==> src/rtl/imem_load_arbiter.sv <==
// Single-port instruction memory owner shared by the program loader (boot) and IF fetch (run).
// Latency: grant, read data and write enable are combinational (zero cycles); phase changes take effect next cycle.
// Backpressure: loader sees ld_ready=0 while fetch owns the port; fetch sees fetch_gnt=0 (cpu_stall=1) in boot or on a forced loader write.
// Optional feature: define IMEM_ARB_RUNTIME_LOAD_EN to allow loader writes in RUN with bounded-wait fairness.
module imem_load_arbiter #(
   parameter int ADDR_W   = 5,
   parameter int DATA_W   = 32,
   parameter int MAX_WAIT = 4
) (
   input  logic              clk,
   input  logic              rst,
   input  logic              ld_valid,
   output logic              ld_ready,
   input  logic [31:0]       ld_addr,
   input  logic [DATA_W-1:0] ld_data,
   input  logic              ld_last,
   input  logic              reload,
   input  logic              fetch_req,
   input  logic [31:0]       fetch_addr,
   output logic              fetch_gnt,
   output logic [DATA_W-1:0] fetch_rdata,
   output logic              cpu_stall,
   output logic              boot_done,
   output logic              err,
   output logic [ADDR_W:0]   words_loaded,
   output logic [ADDR_W-1:0] mem_addr,
   output logic              mem_we,
   output logic [DATA_W-1:0] mem_wdata,
   input  logic [DATA_W-1:0] mem_rdata
);

   // The wait counter is 4 bits wide, so the fairness bound must fit in it.
   if (MAX_WAIT < 1 || MAX_WAIT > 15) begin : g_bad_max_wait
      $error("imem_load_arbiter: MAX_WAIT must be in 1..15");
   end

   typedef enum logic {BOOT, RUN} state_t;

   localparam logic [ADDR_W:0] WORDS_MAX = {1'b1, {ADDR_W{1'b0}}};

   state_t state, state_nxt;
   logic   ld_ok;
   logic   fetch_ok;
   logic   ld_acc;

`ifdef IMEM_ARB_RUNTIME_LOAD_EN
   localparam logic [3:0] MAX_WAIT_C = 4'(MAX_WAIT);
   logic [3:0] wait_cnt, wait_cnt_nxt;
`endif

   // Word-aligned and inside the memory: low two bits zero, nothing above the index field.
   always_comb begin
      ld_ok    = (ld_addr[1:0] == 2'b00) && (ld_addr[31:ADDR_W+2] == '0);
      fetch_ok = (fetch_addr[1:0] == 2'b00) && (fetch_addr[31:ADDR_W+2] == '0);
   end

   // Phase register (and loader wait counter when runtime loading is built in).
   always_ff @(posedge clk or posedge rst) begin
      if (rst) begin
         state <= BOOT;
`ifdef IMEM_ARB_RUNTIME_LOAD_EN
         wait_cnt <= '0;
`endif
      end else begin
         state <= state_nxt;
`ifdef IMEM_ARB_RUNTIME_LOAD_EN
         wait_cnt <= wait_cnt_nxt;
`endif
      end
   end

   // Port arbitration and next phase; fetch wins in RUN unless the loader has waited MAX_WAIT cycles.
   always_comb begin
      state_nxt = state;
      ld_ready  = 1'b0;
      fetch_gnt = 1'b0;
`ifdef IMEM_ARB_RUNTIME_LOAD_EN
      wait_cnt_nxt = '0;
`endif
      if (state == BOOT) begin
         ld_ready = 1'b1;
         // A final-word write beats a same-cycle reload pulse, which BOOT ignores anyway.
         if (ld_valid && ld_last) begin
            state_nxt = RUN;
         end
      end else begin
`ifdef IMEM_ARB_RUNTIME_LOAD_EN
         if (!fetch_req) begin
            ld_ready = 1'b1;
         end else if (wait_cnt == MAX_WAIT_C) begin
            ld_ready = 1'b1;
         end else begin
            fetch_gnt = 1'b1;
         end
         // A blocked request can only happen with wait_cnt below the bound, so no overflow.
         if (ld_valid && !ld_ready) begin
            wait_cnt_nxt = wait_cnt + 4'd1;
         end
`else
         fetch_gnt = fetch_req;
`endif
         if (reload) begin
            state_nxt = BOOT;
`ifdef IMEM_ARB_RUNTIME_LOAD_EN
            wait_cnt_nxt = '0;
`endif
         end
      end
      // No write may be accepted while reset is held.
      if (rst) begin
         ld_ready = 1'b0;
      end
   end

   // Memory port drive: fetch address when granted, loader address otherwise; bad writes are dropped.
   always_comb begin
      ld_acc      = ld_valid && ld_ready;
      mem_we      = ld_acc && ld_ok;
      mem_wdata   = ld_data;
      mem_addr    = fetch_gnt ? fetch_addr[ADDR_W+1:2] : ld_addr[ADDR_W+1:2];
      fetch_rdata = (fetch_gnt && fetch_ok) ? mem_rdata : '0;
      cpu_stall   = (state == BOOT) || (fetch_req && !fetch_gnt);
      boot_done   = (state == RUN);
   end

   // Count of good loader writes since the last boot entry, saturating at the memory depth.
   always_ff @(posedge clk or posedge rst) begin
      if (rst) begin
         words_loaded <= '0;
      end else if (state == RUN && reload) begin
         words_loaded <= '0;
      end else if (mem_we && words_loaded != WORDS_MAX) begin
         words_loaded <= words_loaded + 1'b1;
      end
   end

   // Sticky flag for any accepted write or granted fetch carrying a bad address.
   always_ff @(posedge clk or posedge rst) begin
      if (rst) begin
         err <= 1'b0;
      end else if ((ld_acc && !ld_ok) || (fetch_gnt && !fetch_ok)) begin
         err <= 1'b1;
      end
   end

endmodule

==> config.mk <==
export PLATFORM = sky130hd
export DESIGN_NAME = imem_load_arbiter
export DESIGN_NICKNAME = d
export VERILOG_FILES = /design/src/rtl/imem_load_arbiter.sv
export SDC_FILE = /design/constraint.sdc
export NUM_CORES = 1
export LEC_CHECK = 0
export CORE_AREA = 2 2 84 86
export DETAILED_ROUTE_END_ITERATION = 10
export DIE_AREA = 0 0 86 88
export PLACE_DENSITY = 0.77
export SYNTH_ARGS = -nofsm -noshare
export SYNTH_HDL_FRONTEND = slang
export SYNTH_SLANG_ARGS = --single-unit
==> constraint.sdc <==
create_clock -name clk -period 6.6 [get_ports clk]
set_clock_uncertainty 0.2 [all_clocks]
set_input_delay 1.98 -clock clk [delete_from_list [all_inputs] [get_ports clk]]
set_output_delay 1.98 -clock clk [all_outputs]
set_load 0.05 [all_outputs]
* Word level (Yosys, flattened, before mapping)
Cells that the tools add are included.
Word-level totals: register bits after elaboration 8, input port bits 134, output and inout bits 81
Cells by class: reduce and logical (&&, ||, !) cells 21, mux-type cells 10, add/subtract/negate cells 1, eq/ne operators 1, bitwise operators 1
Operator list (number):
- zero test 25 bit | 2
- 2-to-1 mux 32 bit | 1
- 2-to-1 mux 6 bit | 2
- logical AND 1 bit | 11
- adder 6 x 1 -> 6 bit (second input constant) | 1
- 2-to-1 mux 1 bit | 6
- != test 6 bit (second input constant) | 1
- 2-to-1 mux 5 bit | 1
- zero test 2 bit | 2
- zero test 1 bit | 3
- logical OR 1 bit | 2
- nonzero test 2 bit | 1
- inverter 1 bit | 1

* Longest topological paths before layout
depth in word-level cells 7, depth in mapped cells 6, gate-level depth less buffers 6

* Worst setup path after synthesis
OpenSTA, ideal clock, no wires.
path kind input-to-output, start point in rst, end point out mem_we, data arrival time 3717 ps, slack 703 ps, cell stages on the path 3, buffers on the path 0, cells stage by stage nor2_1 > nand2_1 > nor4_4
On the way: cells in the longest elaborated chain, start to end 3
RTL lines:
- start, declared | line 11 | input logic rst,
- 2-to-1 mux 1 bit | line 110 | if (rst) begin
- logical AND 1 bit | line 117 | ld_acc = ld_valid && ld_ready;
- logical AND 1 bit | line 118 | mem_we = ld_acc && ld_ok;
- end, declared | line 27 | output logic mem_we,
Every way passes these cells.

* Worst setup path in the final report
start point in ld_addr[15], end point out mem_we
On the way: cells in the longest elaborated chain, start to end 3
RTL lines:
- start, declared | line 14 | input logic [31:0] ld_addr,
- zero test 25 bit | line 53 | ld_ok = (ld_addr[1:0] == 2'b00) && (ld_addr[31:ADDR_W+2] == '0);
- logical AND 1 bit | line 53
- logical AND 1 bit | line 118
Every way passes these cells.

==> flow_summary.yaml <==
floorplan:
  start_util_pct: 17.0
  die_h_um: 88
  die_area_um2: 7570
  boundaryPins: 215
  core_area_um2: 6640
  num_rows: 30
  die_w_um: 86
logic_synthesis:
  yosys.area.top_type: "buf_4"
  yosys.area_share.simple_pct: 40.7
  synthFlopType: "dfrtp_1"
  async_flop_share_pct: 100
  muxShareOfSynthArea_pct: 8.10
  synth_top_area_share_pct: 21.3
  synth_compound_area_share_pct: 5.22
  synthMostInstantiatedCell: "and3_1"
  ys_top_cells_by_area: "buf_4, and3_1, dfrtp_1, mux2_2, nor4_1"
  avgSynthCellArea_um2: 7.72
  yosys-top-cells-count: "and3_1, buf_4, nand2_1"
  synth_fa_ha_area_share_pct: 2.22
  synthCells: 146
  syn_nets: 282
  synth.distinct_cells: 27
  ys_seq_elements: 8
  synth_top_family_by_area: "simple AND/OR/NAND/NOR gates"
  synth-xor-area-share_pct: 0
  ys_seq_area_share_pct: 17.8
  syn_area_um2: 1130
  synth_edf_count: 0
  yosysWarnings: 0
critical_path:
  crit_path_end_kind: "output pin"
  worstPathArrival_ps: 3760
  r2r_start: "boot_done"
  crit_required_ps: 4420
  ff2ff_setup_slack_ps: 4520
  cp-startpoint: "ld_addr[15]"
  r2r-end: "words_loaded[1]"
  path_class: "input pin to output pin"
  reg2regPathDepth: 5
  critPathMaxFanout: 9
  worst_setup_path_start_kind: "input pin"
  endpoint: "mem_we"
routing:
  drtPass1Iterations: 4
  wl_um: 6010
  drcViolationCount: 0
  viasPerCell: 4.41
  final_antenna_net_count: 0
  initialDrtViolationCount: 32
  routedWlPerCell_um: 17.5
  dr_total_vias: 1513
sta:
  finalWorstSetupSlack_ps: 657
  maxSlewViolCount: 0
  rsz0062_at_grt: "false"
  hold_viol_final: 0
  hold-worst-slack_ps: 295
  min_period_ps: 5940
  worst_slew_pin_slew_ps: 628
  fmax_ghz: 0.168
  fin_crit_sh_pct: 90.0
  setup_viol: 0
  tns_ps: 0
  relSlewSlack_pct: 57.8
layout:
  finalNetCount: 401
  syn_to_final_growth_pct: 153
  antenna_cells: 0
  drive_above_1_share_pct: 19.4
  multi_input_area_um2: 634
  num-fill-cells: 618
  register_area_um2: 200
min_path:
  hp-class: "flip-flop to flip-flop"
  min_from: "err"
place:
  io_buffers: 150
  pre_cts_slack_ps: 660
  hpwlAfterDp_um: 5250
  place.gp.congestion: 0.859
grt:
  grt_pass1_vias: 1668
  grt_max_degree: 34
  grt_first_pass_wirelength_um: 8750
  grt_util_all_layers_pct: 15.3
  gr-total-overflow: 0
  antenna_found_initial: 0
clocking:
  cts-root-buf: "clkbuf_8"
  numClockSinks: 8
  clock_latency_ps: 240
  cts_inserted_buffers: 3
  cts_resized: 0
  cts_setup_buffers: 0
  clk_path_buf_depth: 2
  cts_hold_buf: 0
  htree_levels: 1
  cts.clk_slew.worst_paths_ps: 40
  cts_tree: "done"
status:
  status: "finished, final reports clean"
pwr:
  power_leakage_nw: 1.25
  power_density_nw_per_um2: 76.4
  ir_worst_vdd_mv: 0.0674
job:
  cap_viol_max_count: 0
[cell usage in the layout, fill, tap and decap left out, types with 2 or more instances in the layout]
cell,n
mux2_2,5
o21ai_0,2
dfrtp_1,8
mux2i_1,2
and3_1,34
ha_1,2
inv_1,8
nor3_1,3
clkdlybuf4s50_1,117
nand3_1,4
nand2_1,9
buf_4,2
nor4_1,8
buf_12,33
clkbuf_8,3
nor4_2,4
nand4_1,3
nor2_1,5
[per-layer routing]
metal  global-route usage, %  vias up  share of wire, %
met3                    11.3       15                18
met1                    15.2      682                32
li1                        -      724                 -
met4                    4.33        0               1.7
met2                    25.3       92                48
met5                       0        -                 0
[layout make-up]
cell class / instances / area share (%)
repair buffers: 152 / 64.7
multi-input cells: 92 / 22.2
flip-flops and latches: 8 / 7.02
well taps: 80 / 3.51
clock buffers: 3 / 1.45
inverters: 8 / 1.05
[kinds of logic (layout without fill, tap and decap cells)]
group	count (synthesis)	in the layout
and+or+nand+nor	74	74
buffers and inverters	46	163
DFF	8	8
muxes	8	8
adders and majority gates	2	2
AOI/OAI and AO/OA	8	8
[flip-flops by register name, summed over array words and instances (netlist names)]
name and flops:
words_loaded 6, err 1, boot_done 1
[stage by stage]
stage / instance area (um^2) / total power [W] / instances / utilization, %
after floorplan: 1130 / 0.000135 / 146 / -
after global placement: 2810 / 0.000155 / 340 / 42.3
after detailed placement: 2810 / 0.000157 / 340 / 42.3
after CTS: 2850 / 0.000219 / 343 / 42.9
after global routing: 2850 / 0.000228 / 343 / 42.9
final: 2850 / 0.000218 / 343 / 42.9
[worst max-delay path, stage by stage]
cell             delay, ps
clkdlybuf4s50_1        410
nor4_2                 290
nand4_1                210
nor4_4                 650
buf_12                 220
[report_power, final]
part	switching [W]	internal (W)	total [W]
logic	0.0000394	0.0000656	0.000105
clock network	0.0000222	0.0000398	0.0000620
registers	0.00000102	0.0000500	0.0000510
total	0.0000627	0.000155	0.000218
[worst min-delay path by stage]
stage                 endpoint  cells past startpoint
2_1_floorplan  words_loaded[4]                      2
4_1_cts                    err                      2
5_1_grt                    err                      2
6_report                   err                      2
3_5_place_dp               err                      2
3_3_place_gp               err                      2
(Power assumes the default switching activity.)
